`src/rtl/multicycle_control_unit.sv`:
```
// Multicycle MIPS control FSM: sequences fetch/decode/execute through a
// shared ALU and memory, with wait states, illegal-op and retire pulses.
module multicycle_control_unit #(
  parameter bit ENABLE_MUL    = 1'b1,
  parameter bit MEM_HANDSHAKE = 1'b1
) (
  input  logic       clk,
  input  logic       rst,
  input  logic [5:0] opcode,
  input  logic [5:0] funct,
  input  logic       zero,
  input  logic       mem_ready,
  output logic       pc_write,
  output logic       iord,
  output logic       mem_rd,
  output logic       mem_wrt,
  output logic       ir_write,
  output logic       reg_des,
  output logic       mem_to_reg,
  output logic       reg_wrt,
  output logic       alu_src_a,
  output logic [1:0] alu_src_b,
  output logic [1:0] pc_src,
  output logic [2:0] ALU_control,
  output logic       illegal_op,
  output logic       instr_retired,
  output logic [3:0] state
);

  typedef enum logic [3:0] {
    S_FETCH  = 4'd0,
    S_DECODE = 4'd1,
    S_MEMADR = 4'd2,
    S_MEMRD  = 4'd3,
    S_MEMWB  = 4'd4,
    S_MEMWR  = 4'd5,
    S_EXEC   = 4'd6,
    S_ALUWB  = 4'd7,
    S_BRANCH = 4'd8,
    S_ADDIEX = 4'd9,
    S_ADDIWB = 4'd10,
    S_JUMP   = 4'd11
  } state_t;

  localparam logic [5:0] OP_RTYPE = 6'b000000;
  localparam logic [5:0] OP_LW    = 6'b100011;
  localparam logic [5:0] OP_SW    = 6'b101011;
  localparam logic [5:0] OP_ADDI  = 6'b001000;
  localparam logic [5:0] OP_BEQ   = 6'b000100;
  localparam logic [5:0] OP_J     = 6'b000010;

  localparam logic [5:0] F_ADD = 6'b100000;
  localparam logic [5:0] F_SUB = 6'b100010;
  localparam logic [5:0] F_SLT = 6'b101010;
  localparam logic [5:0] F_MUL = 6'b011100;

  localparam logic [2:0] ALU_ADD = 3'b010;
  localparam logic [2:0] ALU_SUB = 3'b100;
  localparam logic [2:0] ALU_SLT = 3'b110;
  localparam logic [2:0] ALU_MUL = 3'b101;

  state_t     cur;
  state_t     nxt;
  state_t     dec_tgt;
  logic       ready;
  logic       r_legal;
  logic       op_legal;
  logic [2:0] r_alu;

  assign ready = MEM_HANDSHAKE ? mem_ready : 1'b1;
  assign state = cur;

  always_comb begin
    r_legal = 1'b1;
    r_alu   = ALU_ADD;
    case (funct)
      F_ADD:   r_alu = ALU_ADD;
      F_SUB:   r_alu = ALU_SUB;
      F_SLT:   r_alu = ALU_SLT;
      F_MUL: begin
        r_alu   = ALU_MUL;
        r_legal = ENABLE_MUL;
      end
      default: r_legal = 1'b0;
    endcase
  end

  always_comb begin
    op_legal = 1'b1;
    dec_tgt  = S_FETCH;
    case (opcode)
      OP_LW,
      OP_SW:    dec_tgt = S_MEMADR;
      OP_RTYPE: begin
        dec_tgt  = S_EXEC;
        op_legal = r_legal;
      end
      OP_ADDI:  dec_tgt = S_ADDIEX;
      OP_BEQ:   dec_tgt = S_BRANCH;
      OP_J:     dec_tgt = S_JUMP;
      default:  op_legal = 1'b0;
    endcase
  end

  always_comb begin
    nxt = S_FETCH;
    case (cur)
      S_FETCH:  nxt = ready ? S_DECODE : S_FETCH;
      S_DECODE: nxt = op_legal ? dec_tgt : S_FETCH;
      S_MEMADR: nxt = (opcode == OP_SW) ? S_MEMWR : S_MEMRD;
      S_MEMRD:  nxt = ready ? S_MEMWB : S_MEMRD;
      S_MEMWR:  nxt = ready ? S_FETCH : S_MEMWR;
      S_EXEC:   nxt = S_ALUWB;
      S_ADDIEX: nxt = S_ADDIWB;
      default:  nxt = S_FETCH;
    endcase
  end

  always_ff @(posedge clk or posedge rst) begin
    if (rst) cur <= S_FETCH;
    else     cur <= nxt;
  end

  // Outputs are forced to their idle values for as long as rst is high.
  always_comb begin
    pc_write      = 1'b0;
    iord          = 1'b0;
    mem_rd        = 1'b0;
    mem_wrt       = 1'b0;
    ir_write      = 1'b0;
    reg_des       = 1'b0;
    mem_to_reg    = 1'b0;
    reg_wrt       = 1'b0;
    alu_src_a     = 1'b0;
    alu_src_b     = 2'b00;
    pc_src        = 2'b00;
    ALU_control   = ALU_ADD;
    illegal_op    = 1'b0;
    instr_retired = 1'b0;
    if (!rst) begin
      case (cur)
        S_FETCH: begin
          mem_rd    = 1'b1;
          alu_src_b = 2'b01;
          pc_write  = ready;
          ir_write  = ready;
        end
        S_DECODE: begin
          alu_src_b  = 2'b11;
          illegal_op = !op_legal;
        end
        S_MEMADR: begin
          alu_src_a = 1'b1;
          alu_src_b = 2'b10;
        end
        S_MEMRD: begin
          mem_rd = 1'b1;
          iord   = 1'b1;
        end
        S_MEMWB: begin
          reg_wrt       = 1'b1;
          mem_to_reg    = 1'b1;
          instr_retired = 1'b1;
        end
        S_MEMWR: begin
          mem_wrt       = 1'b1;
          iord          = 1'b1;
          instr_retired = ready;
        end
        S_EXEC: begin
          alu_src_a   = 1'b1;
          ALU_control = r_alu;
        end
        S_ALUWB: begin
          reg_wrt       = 1'b1;
          reg_des       = 1'b1;
          instr_retired = 1'b1;
        end
        S_BRANCH: begin
          alu_src_a     = 1'b1;
          ALU_control   = ALU_SUB;
          pc_src        = 2'b01;
          pc_write      = zero;
          instr_retired = 1'b1;
        end
        S_ADDIEX: begin
          alu_src_a = 1'b1;
          alu_src_b = 2'b10;
        end
        S_ADDIWB: begin
          reg_wrt       = 1'b1;
          instr_retired = 1'b1;
        end
        S_JUMP: begin
          pc_src        = 2'b10;
          pc_write      = 1'b1;
          instr_retired = 1'b1;
        end
        default: ;
      endcase
    end
  end

endmodule

```
`config.mk`:
```
export PLATFORM = sky130hd
export DESIGN_NAME = multicycle_control_unit
export DESIGN_NICKNAME = d
export VERILOG_FILES = /design/src/rtl/multicycle_control_unit.sv
export SDC_FILE = /design/constraint.sdc
export NUM_CORES = 1
export LEC_CHECK = 0
export ABC_AREA = 1
export CAP_MARGIN = 20
export CORE_MARGIN = 2
export CORE_UTILIZATION = 34
export DETAILED_ROUTE_END_ITERATION = 6
export PLACE_DENSITY = 0.77
export REMOVE_ABC_BUFFERS = 1
export SETUP_SLACK_MARGIN = 0.4
export SLEW_MARGIN = 10
export SYNTH_ARGS = -nofsm -noshare
export SYNTH_HDL_FRONTEND = slang
export SYNTH_SLANG_ARGS = --single-unit
```
`constraint.sdc`:
```
create_clock -name clk -period 1.2 [get_ports clk]
set_input_delay 0.24 -clock clk [delete_from_list [all_inputs] [get_ports clk]]
set_output_delay 0.24 -clock clk [all_outputs]
set_load 0.005 [all_outputs]
```
==> results of run 1 <==
-- cells by family after synthesis --
group | count (synthesis) | share of synthesized area
compound gates | 9 | 0.0832
buf+inv | 27 | 0.155
flops | 4 | 0.151
simple gates | 92 | 0.611
-- stage by stage --
step           hold slack, ns   util  std cells  cell area (um^2)  setup slack (ns)
3_5_place_dp            0.734  0.741        228              1320            -0.879
2_1_floorplan          0.0478      -        131               657            -0.102
3_3_place_gp            0.736  0.741        228              1320            -0.816
-- Yosys cell counts (all sizes together) --
master  instances  area share
nand3b          1       0.011
nor2           36        0.23
o21ai           3       0.028
inv            26        0.15
buf             1      0.0076
nand2          32        0.19
a21oi           5       0.043
nand3          16        0.12
dfrtp           4        0.15
nor3            6       0.045
nor4            1      0.0095
o21a            1       0.011
==> impl_metrics.yaml, run 1 <==
clock_network:
  clock_sinks: 4
  post-cts-setup-buffer-count: 33
  cts-hold-fix-buffers: 0
  numCtsBuffers: 3
  cts_buffer_depth: 2
  cts_resized: 184
  htreeDepth: 1
  cts-root-buf: "clkbuf_4"
floorplan:
  io_pins: 38
  die_x_um: 48.1
  initial_utilization: 0.371
  fp.dieH_um: 48.1
  num_rows: 15
outcome:
  stop_stage: "4_1_cts"
  status: "stopped before the end"
  firstError: "[ERROR DPL-0033] detailed placement checks failed during check placement."
placed_design:
  port_buffers: 37
  place_hpwl_um: 2150
  place.gp.congestion: 0.890
synthesis:
  syn_avg_cell_area_um2: 5.01
  seq_area_frac_synth: 0.151
  synth.cell_area_um2: 662
  ys_ff_latch: 4
  synthCells: 132
  synth.distinct_cells: 18
  synth_warnings: 0
==> run 2, diff against run 1 <==
--- a/config.mk
+++ b/config.mk
@@ -7,12 +7,11 @@
 export LEC_CHECK = 0
 export ABC_AREA = 1
 export CAP_MARGIN = 20
-export CORE_MARGIN = 2
-export CORE_UTILIZATION = 34
+export CORE_AREA = 2 2 63 65
 export DETAILED_ROUTE_END_ITERATION = 6
-export PLACE_DENSITY = 0.77
+export DIE_AREA = 0 0 65 67
+export PLACE_DENSITY_LB_ADDON = 0.15
 export REMOVE_ABC_BUFFERS = 1
-export SETUP_SLACK_MARGIN = 0.4
 export SLEW_MARGIN = 10
 export SYNTH_ARGS = -nofsm -noshare
 export SYNTH_HDL_FRONTEND = slang
==> constraint.sdc (replaced) <==
create_clock -name clk -period 1.55 [get_ports clk]
set_input_delay 0.31 -clock clk [delete_from_list [all_inputs] [get_ports clk]]
set_output_delay 0.31 -clock clk [all_outputs]
set_load 0.005 [all_outputs]
==> run 2 against run 1 <==
Compared with the run above:
- the flow now finishes, with violations (setup timing)
- synthesized cell count unchanged
- area after synthesis stayed put
==> impl_metrics.yaml, run 2 <==
outcome:
  status: "finished, violations left"
  violations: "setup timing"
synthesis:
  synth.largest_area_cell: "nand2_1"
  ys_ff_latch: 4
  synth.cell_area_um2: 662
  seq_area_frac_synth: 0.151
  synth_warnings: 0
  synth.distinct_cells: 18
  netlist.area_leader.share: 0.164
  yosys_most_used_dff: "dfrtp_1"
  syn_avg_cell_area_um2: 5.01
  synth_edf_count: 0
  synthCells: 132
  synth_common_cells: "29 x nand2_1, 29 x nor2_1, 23 x inv_1, 16 x nand3_1, 7 x nor2_2"
  yosys-top-cells-area: "nand2_1 16%, nor2_1 16%, dfrtp_1 15%, inv_1 13%, nand3_1 12%"
  async_reset_ff_frac: 1.00
clock_network:
  cts_tree: "done"
  insertion_delay_ns: 0.21
  numCtsBuffers: 3
  cts-root-buf: "clkbuf_8"
  cts_buffer_depth: 2
  cts-hold-fix-buffers: 0
  path_clk_slew_ns: 0.03
  htreeDepth: 1
  clock_sinks: 4
placed_design:
  port_buffers: 37
  place.gp.congestion: 0.811
  place_hpwl_um: 1970
  dpl_worst_slack_ns: -0.666
worst_setup_path:
  arrival_ns: 1.54
  startpoint_type: "flip-flop"
  cp_max_fo: 4
  worst-setup-path-type: "flip-flop to primary output"
  reg2reg_slack_ns: 0.07
  endpoint_kind: "primary output"
  worstPathRequired_ns: 1.24
timing:
  maxSlewViolCount: 0
  whs_ns: 0.392
  rsz0062_at_grt: "yes"
  fin_ws_ns: -0.295
  relSlewSlack: 0.748
  worstMarginPinSlew_ns: 0.374
  hold_viol_final: 0
  period_share: 1.19
  final.min_clock_period_ns: 1.85
  fin_skew_ns: 0.00317
  max_freq_mhz: 542
  setup_viol: 18
detailed_routing:
  drtPass1Iterations: 4
  wirelength_um: 3130
  post-route-drc-count: 0
  vias: 1203
  drt_iter0_drc: 16
  drtAntennaViolNets: 0
  routedWlPerCell_um: 11.0
  routed_via_density: 4.21
flow_run:
  max-cap-violations: 0
power:
  ir_drop_mv: 0.327
  leakage_nw: 1.10
  power_density_nw_per_um2: 796
floorplan:
  io_pins: 38
  die_x_um: 65
  fp.dieH_um: 67
  die_area_um2: 4360
  initial_utilization: 0.184
  fp.coreArea_um2: 3610
  num_rows: 22
global_routing:
  antenna_found_initial: 0
  grt_overflow: 0
  grt_pass1_vias: 1147
  grt_pass1_wl_um: 4690
  track_usage: 0.134
  grt_max_degree: 7
final_layout:
  utilization: 0.516
  fin_nets: 256
  layout_common_cells: "47 x buf_4, 22 x buf_6, 21 x nand2_1"
  layout_commonest_cell: "buf_4"
  layout-drive-gt1-share: 0.668
  antennaDiodeCount: 0
  fillers: 361
  largest_reg_flops: 4
  multiInputGateArea_um2: 704
  synthToLayoutAreaGrowth_pct: 181
  seqCellArea_um2: 104
hold_path:
  hold_path_class: "input pin to asynchronous set/reset pin"
-- run 2: worst max-delay path, stage by stage (launching register included) --
cell     delay (ns)
dfrtp_2        0.45
nor2_4         0.15
buf_6          0.12
nand2_4        0.05
buf_6          0.13
a21oi_4        0.12
o21ai_2        0.07
inv_2          0.06
o21ai_2        0.04
buf_2          0.11
-- run 2: kinds of logic (layout without fill, tap and decap cells) --
group / after synthesis / count (layout) / share of synthesized area
AOI/OAI and AO/OA: 9 / 9 / 0.0832
DFF: 4 / 4 / 0.151
buffers and inverters: 27 / 133 / 0.155
and+or+nand+nor: 92 / 92 / 0.611
-- run 2: routing by layer --
metal	wire (um)	global-route usage
met2	1750	0.274
met3	172	0.0287
met5	0	0
met1	1200	0.142
met4	10	0.0133
-- run 2: report_power, final --
group          total, mW  internal [mW]  switching (mW)
clock              0.212          0.165          0.0470
combinational       1.08          0.576           0.509
sequential         0.185          0.134          0.0508
total               1.48          0.875           0.607
-- run 2: what timing repair did --
item                       in CTS  in global routing
setup endpoints to repair      19                 21
setup buffers                  26                  7
gates resized for setup       146                 47
pin swaps                      28                 20
hold endpoints to repair        0                  0
-- run 2: worst paths after layout --
path / from / to / cells after the start
max: state[0] / ALU_control[1] / 9
max in group asynchronous: rst / state[1] / 3
min in group clk: opcode[2] / state[2] / 5
max reg2reg: state[0] / state[2] / 9
min reg2reg: state[1] / state[3] / 6
min: rst / state[2] / 3
-- run 2: cell type report --
class,count,share of cell area
multi-input cells,101,0.379
well taps,48,0.0323
inverters,26,0.0538
flip-flops and latches,4,0.0558
clock buffers,3,0.0222
repair buffers,104,0.457
-- run 2: per-stage QoR --
stage / setup TNS (ns) / power, mW / instance area, um^2 / instances
2_1_floorplan: 0 / 0.409 / 657 / 131
3_3_place_gp: -8.38 / 0.869 / 1380 / 255
3_5_place_dp: -8.20 / 0.873 / 1380 / 255
4_1_cts: -2.58 / 1.33 / 1720 / 282
5_1_grt: -3.96 / 1.58 / 1860 / 286
6_report: -2.77 / 1.48 / 1860 / 286
No activity file was read; power rests on OpenSTA's default activity.
